$ cat config.mk
export PLATFORM = sky130hd
export DESIGN_NAME = adder
export DESIGN_NICKNAME = d
export VERILOG_FILES = /design/src/rtl/adder.sv
export SDC_FILE = /design/constraint.sdc
export NUM_CORES = 1
export LEC_CHECK = 0
export CAP_MARGIN = 20
export CORE_AREA = 5 5 42 44
export CTS_BUF_LIST = sky130_fd_sc_hd__clkbuf_16
export CTS_CLUSTER_SIZE = 8
export DETAILED_ROUTE_END_ITERATION = 6
export DIE_AREA = 0 0 47 49
export GPL_TIMING_DRIVEN = 0
export PLACE_DENSITY = 0.48
export SYNTH_ARGS = -nofsm -noshare
export SYNTH_HDL_FRONTEND = slang
export SYNTH_HIERARCHICAL = 1
export SYNTH_SLANG_ARGS = --single-unit
$ cat constraint.sdc
create_clock -name clk -period 5.65 [get_ports clk]
set_input_delay 1.13 -clock clk [delete_from_list [all_inputs] [get_ports clk]]
set_output_delay 1.13 -clock clk [all_outputs]
set_load 0.01 [all_outputs]
$ cat src/rtl/adder.sv
// Parameterised ripple-carry adder: a generate chain of full_adder cells with a
// combinational sum/carry and a registered copy. Define ADDER_OVF_EN to add ovf_q.

module full_adder (
    input  logic a,
    input  logic b,
    input  logic c_in,
    output logic s,
    output logic c_out
);

    assign s     = a ^ b ^ c_in;
    assign c_out = (a & b) | (a & c_in) | (b & c_in);

endmodule

module adder #(
    parameter int WIDTH = 4
) (
    input  logic             clk,
    input  logic             rst,
    input  logic [WIDTH-1:0] a,
    input  logic [WIDTH-1:0] b,
    input  logic             c_in,
    output logic [WIDTH-1:0] s,
    output logic             c_out,
    output logic [WIDTH-1:0] s_q,
`ifdef ADDER_OVF_EN
    output logic             ovf_q,
`endif
    output logic             c_out_q
);

    // w_carry[i] is the carry into cell i; w_carry[WIDTH] leaves the top cell
    logic [WIDTH:0]   w_carry;
    logic [WIDTH-1:0] w_sum;
    logic [WIDTH-1:0] r_s;
    logic             r_c_out;

    assign w_carry[0] = c_in;

    genvar i;
    generate
        for (i = 0; i < WIDTH; i = i + 1) begin : myadder
            full_adder fa (
                .a     (a[i]),
                .b     (b[i]),
                .c_in  (w_carry[i]),
                .s     (w_sum[i]),
                .c_out (w_carry[i+1])
            );
        end
    endgenerate

    assign s     = w_sum;
    assign c_out = w_carry[WIDTH];

    // Registered copy of the sum and carry, cleared by synchronous reset
    always_ff @(posedge clk) begin
        if (rst) begin
            r_s     <= {WIDTH{1'b0}};
            r_c_out <= 1'b0;
        end else begin
            r_s     <= w_sum;
            r_c_out <= w_carry[WIDTH];
        end
    end

    assign s_q     = r_s;
    assign c_out_q = r_c_out;

`ifdef ADDER_OVF_EN
    logic w_ovf;
    logic r_ovf;

    // Signed overflow: carry into the sign bit disagrees with carry out of it
    assign w_ovf = w_carry[WIDTH-1] ^ w_carry[WIDTH];

    // Overflow flag registered alongside s_q
    always_ff @(posedge clk) begin
        if (rst) begin
            r_ovf <= 1'b0;
        end else begin
            r_ovf <= w_ovf;
        end
    end

    assign ovf_q = r_ovf;
`endif

endmodule

==> After elaboration in Yosys (flattened, before gate mapping) <==
Cells that the tools add are included.
W data, S select, Z words.
{ "totals": {"register_bits": 5, "inputBits": 11, "output_inout_bits": 10, "word_cells": 30} }
{ "classes": {"bitwise": 28} }
{ "op_table": {"columns": ["cell", "n"], "rows": [
  ["$and A1 B1 Y1", 12],
  ["$or A1 B1 Y1", 8],
  ["$xor A1 B1 Y1", 8]
]} }

==> Longest topological paths before layout <==
Gate-level depths: netlist of the first run.
{ "logic_depth": {"depth_word": 12, "depth_mapped": 5, "depth_no_buf": 5} }

==> Cells and area by module <==
Netlist of the first run, hierarchy kept.
{ "modules_own_cells": {"columns": ["mod", "n_inst", "cells_each", "area_each_um2"], "rows": [
  ["adder", 1, 10, 131.4],
  ["full_adder", 4, 1, 20.0]
]} }

==> Worst setup path after synthesis of the first run <==
OpenSTA, ideal clock, no wires.
{ "synth_path": {"path_kind": "input port to output port", "startpoint": "input port a[0]", "endpoint": "output port s[3]", "arrival_ns": 2.852, "slack_ns": 1.668, "path_stages": 4, "cell_sequence": "fa_1 -> fa_1 -> fa_1 -> fa_1"} }
{ "synth_via": {"elab_chain_cells": 10, "elab_cells_between_ends": 13, "classes_between": "bitwise (13)"} }
{ "synth_lines": {"columns": ["element", "line", "text"], "rows": [
  ["start, declared", "22", "input logic [WIDTH-1:0] a,"],
  ["$and A1 B1 Y1", "13", "assign c_out = (a & b) | (a & c_in) | (b & c_in);"],
  ["$or A1 B1 Y1 * (2 in series)", "13", null],
  ["$and A1 B1 Y1", "13", null],
  ["$or A1 B1 Y1", "13", null],
  ["$or A1 B1 Y1 *", "13", null],
  ["named net w_carry[2]", "35", "logic [WIDTH:0] w_carry;"],
  ["$and A1 B1 Y1", "13", null],
  ["$or A1 B1 Y1", "13", null],
  ["$or A1 B1 Y1 *", "13", null],
  ["named net w_carry[3]", "35", null],
  ["$xor A1 B1 Y1 *", "12", "assign s = a ^ b ^ c_in;"],
  ["end, declared", "25", "output logic [WIDTH-1:0] s,"]
]} }
The timed path passes the listed nets; every way through them passes the cells marked *.

==> Worst setup path after layout of the first run <==
{ "layout_path": {"startpoint": "input port a[0]", "endpoint": "output port s[3]"} }
{ "layout_via": {"elab_chain_cells": 10, "elab_cells_between_ends": 13, "classes_between": "bitwise (13)"} }
{ "layout_lines": {"columns": ["element", "line"], "rows": [
  ["$and A1 B1 Y1", "13"],
  ["$or A1 B1 Y1 * (2 in series)", "13"],
  ["named net w_carry[1]", "35"],
  ["$and A1 B1 Y1", "13"],
  ["$or A1 B1 Y1", "13"],
  ["$or A1 B1 Y1 *", "13"],
  ["named net w_carry[2]", "35"],
  ["$and A1 B1 Y1", "13"],
  ["$or A1 B1 Y1", "13"],
  ["$or A1 B1 Y1 *", "13"],
  ["named net w_carry[3]", "35"],
  ["$xor A1 B1 Y1 *", "12"]
]} }
Marks and branches as above.

==> out/results.tsv, run 1 <==
metric	value	unit
arrival time reported for the critical path endpoint	3860	ps
worst max-slew margin expressed relative to the limit	88.26	%
distinct cell type count of the synthesized netlist	3	
Buffers on Ports	20	
DRC violations left	0	
Setup crit end kind	output pin	
number of violations of the max-capacitance limit	0	
Routed Wire Length	609	um
first-pass iteration count of the detailed router	2	
number of antenna violations at the first check in global routing	0	
# clock sinks	5	
floorplan die area	2303	um2
share of final-layout standard cells stronger than drive strength 1	7.895	%
number of hold-repair buffers added at the cts stage	0	
x dimension of the die	47	um
wire length per cell	11.28	um
power density relative to cell area	384.7	nW/um2
clock buffer depth	2	
wire length of the first global-routing pass	1028	um
worst hold stages	2	
PostCTS Resize Cnt	0	
average instance area after synthesis	15.10	um2
setup bufs post-CTS	0	
synthesized netlist net count	29	
overall routing resource usage	6.596	%
CP required	4520	ps
Initial Util	15.09	%
Final Hold Vio Count	0	
Final Cycle Share	88.32	%
slowest cell delay on critical path	550	ps
worst voltage drop across the vdd grid	116.1	uV
Min-Delay Path Class	in2reg	
top-level port count	21	
post-synthesis cell count	14	
Via Count	191	
sequence of cells on the critical path	clkdlybuf4s50_1 -> fa_1 -> fa_1 -> fa_1 -> fa_1 -> clkdlybuf4s50_1	
most frequent standard cell in the layout excluding fill and tap cells	sky130_fd_sc_hd__clkdlybuf4s50_1	
post-layout net count	54	
outcome	completed	
die outline height	49	um
slowest CP cell	sky130_fd_sc_hd__clkdlybuf4s50_1	
diodes inserted	0	
top-area cell type share of the netlist area	47.34	%
clock slew seen by the registers of the worst setup and hold paths	30	ps
proportion of synthesized chip area in sequential cells	47.34	%
setup_tns	0	ps
maximum number of pins on one net before global-route repair	6	
library cell with the largest summed area after synthesis	sky130_fd_sc_hd__dfxtp_1	
largest cells by area after synthesis	sky130_fd_sc_hd__dfxtp_1, sky130_fd_sc_hd__fa_1, sky130_fd_sc_hd__nor2b_1	
number of nets with antenna violations after detailed routing	0	
commonest cells after routing, fill and taps aside	sky130_fd_sc_hd__clkdlybuf4s50_1, sky130_fd_sc_hd__nor2b_1, sky130_fd_sc_hd__dfxtp_1	
leftover overflow at the end of global routing	0	
Vias per Instance	3.537	
crit start category	input pin	
buffer type at the clock tree root	sky130_fd_sc_hd__clkbuf_16	
total number of H-tree levels	1	
highest clock rate	200.4	MHz
setup repair after global routing missed its margin	no	
Final Max Slew Viols	0	
via count of the first global-routing pass	255	
critical path type	in2out	
mapped cell area	211.5	um2
final critical delay including setup and external delays	4990	ps
Yosys warning total	6	
Final Core Density	36.43	%
Routability Congestion	0.6861	
clock tree from TritonCTS	yes	
Crit path top cell by count	sky130_fd_sc_hd__fa_1	
violation count after the first detailed-routing iteration	1	
actual slew at the worst max-slew pin	175.5	ps
Floorplan Core Area	1401	um2
number of flip-flops and latches in the synthesized netlist	5	
standard-cell rows	14	
number of setup violations in the final report	0	
Leak	0.0002010	uW
synthesis-to-finish area growth	141.4	%
placed wire-length estimate	542.2	um
largest driver fanout on the critical path	2	
number of CTS-inserted buffers	3	
[kinds of logic after synthesis]
| family | count (synthesis) | share of synthesized area, % |
|---|---|---|
| adders and majority gates | 4 | 37.87 |
| DFF | 5 | 47.34 |
| and+or+nand+nor | 5 | 14.79 |
[synthesized netlist by cell type]
| cell | instances |
|---|---|
| sky130_fd_sc_hd__dfxtp_1 | 5 |
| sky130_fd_sc_hd__fa_1 | 4 |
| sky130_fd_sc_hd__nor2b_1 | 5 |
[path summary, 6_finish.rpt]
| path | start | end |
|---|---|---|
| worst min-delay path | rst | s_q[2]$_SDFF_PP0_ |
| worst max-delay path | a[0] | s[3] |
[layer usage]
metal / vias to the layer above / global-route usage [%] / wire length, um
met5: - / 0 / 0
met4: 0 / 5.530 / 0
met3: 0 / 5.535 / 148
met2: 21 / 8.371 / 242
met1: 81 / 6.517 / 218
li1: 89 / - / -
[worst max-delay path: cells and delay by family]
kind                     cells  cell delay, ps
adder cells (fa/ha/maj)      4            1740
buffers and inverters        2             980
[through the flow]
stage	instances	hold WS [ps]	total power, uW	worst slack [ps]	instance area (um2)
floorplan	14	1202	56.76	1668	211.5
global placement	50	1787	85.18	661.7	431.7
global route	54	1584	204.5	553.8	510.5
finish	54	1557	196.4	659.8	510.5
CTS	54	1573	199.5	637.2	510.5
detailed placement	50	1800	85.11	660.1	431.7
[state kept, by name, summed over array words and instances, names as in the netlist]
register  cells
c_out_q       1
s_q           4
[final cells by class]
| class | count | area [um2] |
|---|---|---|
| fill | 151 | 890.9 |
| tap | 16 | 20.02 |
| clock buffer | 3 | 75.07 |
| timing repair buffer | 20 | 200.2 |
| clock inverter | 1 | 3.754 |
| multi-input combinational | 9 | 111.4 |
| sequential | 5 | 100.1 |
[power by group]
part	internal (uW)	switching [uW]
sequential	39.6	1.07
combinational	27.9	15.4
clock	91.4	21.0
total	159	37.5
Note: power is estimated with default switching activity, not from simulation.
==> run 2: changes to the inputs <==
--- a/config.mk
+++ b/config.mk
@@ -12,7 +12,6 @@
 export DETAILED_ROUTE_END_ITERATION = 6
 export DIE_AREA = 0 0 47 49
 export GPL_TIMING_DRIVEN = 0
-export PLACE_DENSITY = 0.48
 export SYNTH_ARGS = -nofsm -noshare
 export SYNTH_HDL_FRONTEND = slang
 export SYNTH_HIERARCHICAL = 1
==> run 2 against run 1 <==
Against the previous run: worst hold slack worse by 22 ps; first-iteration DRC count is 100% lower; non-clock buffer count did not move; critical path depth did not move; die area unchanged; sequential share of layout area did not move; final area unchanged; combinational power hardly changed; clock power about the same; via count rose by 2.1%; total power shrank 0.12%.
==> out/results.tsv, run 2 (synthesized netlist as in run 1, its figures left out) <==
metric	value	unit	change
outcome	completed		
area of the multi-input gates	111.4	um2	unchanged
detailed route wirelength on metal3	139	um	-6.1%
Min-Delay Path Class	in2reg		
total number of H-tree levels	1		unchanged
Power, Total	196.2	uW	-0.12%
placed instance count	50		unchanged
number of CTS-inserted buffers	3		unchanged
worst max-slew margin expressed relative to the limit	89.89	%	+1.6 points
met1 WL	229	um	+5.0%
Routability Congestion	0.6354		-7.4%
top-level port count	21		unchanged
synthesis-to-finish area growth	141.4	%	unchanged
x dimension of the die	47	um	unchanged
number of hold-repair buffers added at the cts stage	0		unchanged
clock tree from TritonCTS	yes		
Crit path top cell by count	sky130_fd_sc_hd__fa_1		
worst-case hold path end point	s_q[2]$_SDFF_PP0_		
standard-cell rows	14		unchanged
Buffers on Ports	20		unchanged
sequence of cells on the critical path	clkdlybuf4s50_1 -> fa_1 -> fa_1 -> fa_1 -> fa_1 -> clkdlybuf4s50_1		
critical path type	in2out		
final worst-path setup slack	653.5	ps	-6.351 ps
Final Max Slew Viols	0		unchanged
number of violations of the max-capacitance limit	0		unchanged
actual slew at the worst max-slew pin	151.1	ps	-24.38 ps
area occupied by registers	100.1	um2	unchanged
number of antenna violations at the first check in global routing	0		unchanged
post-layout net count	54		unchanged
Leak	0.0002010	uW	unchanged
number of nets with antenna violations after detailed routing	0		unchanged
largest driver fanout on the critical path	2		unchanged
crit start category	input pin		
setup bufs post-CTS	0		unchanged
commonest cells after routing, fill and taps aside	sky130_fd_sc_hd__clkdlybuf4s50_1, sky130_fd_sc_hd__nor2b_1, sky130_fd_sc_hd__dfxtp_1		
critical path buffer and inverter count	2		unchanged
arrival time reported for the critical path endpoint	3870	ps	about the same
number of flip-flops in the largest register	4		unchanged
clock slew seen by the registers of the worst setup and hold paths	30	ps	about the same
final cell count without fillers	54		unchanged
worst voltage drop across the vdd grid	89.18	uV	-23%
clock buffer depth	2		unchanged
Final Core Density	36.43	%	unchanged
diodes inserted	0		unchanged
Worst Hold Launch	rst		
power density relative to cell area	384.3	nW/um2	-0.12%
first-pass iteration count of the detailed router	1		-1
highest clock rate	200.1	MHz	-0.13%
share of final-layout standard cells stronger than drive strength 1	7.895	%	unchanged
slowest CP cell	sky130_fd_sc_hd__clkdlybuf4s50_1		
wire length per cell	10.78	um	-4.4%
worst hold stages	2		unchanged
highest metal layer with signal wires	met4		
final critical delay including setup and external delays	4997	ps	+6.351 ps
setup_tns	0	ps	unchanged
Initial Util	15.09	%	unchanged
setup repair after global routing missed its margin	no		
CP required	4520	ps	about the same
via count of the first global-routing pass	204		-20%
Routed Wire Length	582	um	-4.4%
most frequent standard cell in the layout excluding fill and tap cells	sky130_fd_sc_hd__clkdlybuf4s50_1		
floorplan die area	2303	um2	unchanged
overall routing resource usage	6.161	%	-0.43 points
violation count after the first detailed-routing iteration	0		-1
amount of wire on met2 after detailed routing	190	um	-21%
category of cells accounting for the largest share of critical-path delay	adder cells		
maximum number of pins on one net before global-route repair	6		unchanged
Vias per Instance	3.611		+2.1%
buffer type at the clock tree root	sky130_fd_sc_hd__clkbuf_16		
leftover overflow at the end of global routing	0		unchanged
Via Count	195		+2.1%
# clock sinks	5		unchanged
Floorplan Core Area	1401	um2	unchanged
Final Hold Vio Count	0		unchanged
Setup Slack @ Placement	623.9	ps	-36.16 ps
PostCTS Resize Cnt	0		unchanged
number of setup violations in the final report	0		unchanged
Final Cycle Share	88.43	%	+0.11 points
fill count	146		-3.3%
slowest cell delay on critical path	540	ps	about the same
DRC violations left	0		unchanged
die outline height	49	um	unchanged
Setup crit end kind	output pin		
wire length of the first global-routing pass	862	um	-16%
run 2: cell counts in the layout (fill, tap and decap cells not counted):
Identical to the previous run, type by type.
run 2: final cells by class:
type	instances	area share [%]
repair buffers	20	39.22
well taps	16	3.922
multi-input cells	9	21.81
clock inverters	1	0.7353
flip-flops and latches	5	19.61
clock buffers	3	14.71
run 2: per-stage QoR:
stage	area, um2	hold WS (ps)
final	510.5	1535
after global placement	431.7	1779
after floorplan	211.5	1202
after detailed placement	431.7	1770
after global routing	510.5	1557
after CTS	510.5	1539
run 2: report_power, final:
part	switching (uW)	leakage [uW]	total [uW]	internal [uW]
registers	0.912	0.0000417	40.5	39.6
clock network	20.6	0.0000423	112	91.4
logic	15.5	0.000117	43.6	28.1
total	37.0	0.000201	196	159
run 2: routing by layer:
layer	track usage (%)	vias to the layer above
met5	0	-
met4	6.912	0
met3	5.904	2
met2	6.109	24
met1	6.488	80
li1	-	89
run 2: how the worst max path moves through the flow:
stage          startpoint    to  slack (ps)  cells after the start
3_5_place_dp         a[0]  s[3]         620                      6
6_report             a[0]  s[3]         650                      6
5_1_grt              a[0]  s[3]         560                      6
3_3_place_gp         a[0]  s[3]         630                      6
2_1_floorplan        a[0]  s[3]        1670                      4
4_1_cts              a[0]  s[3]         620                      6
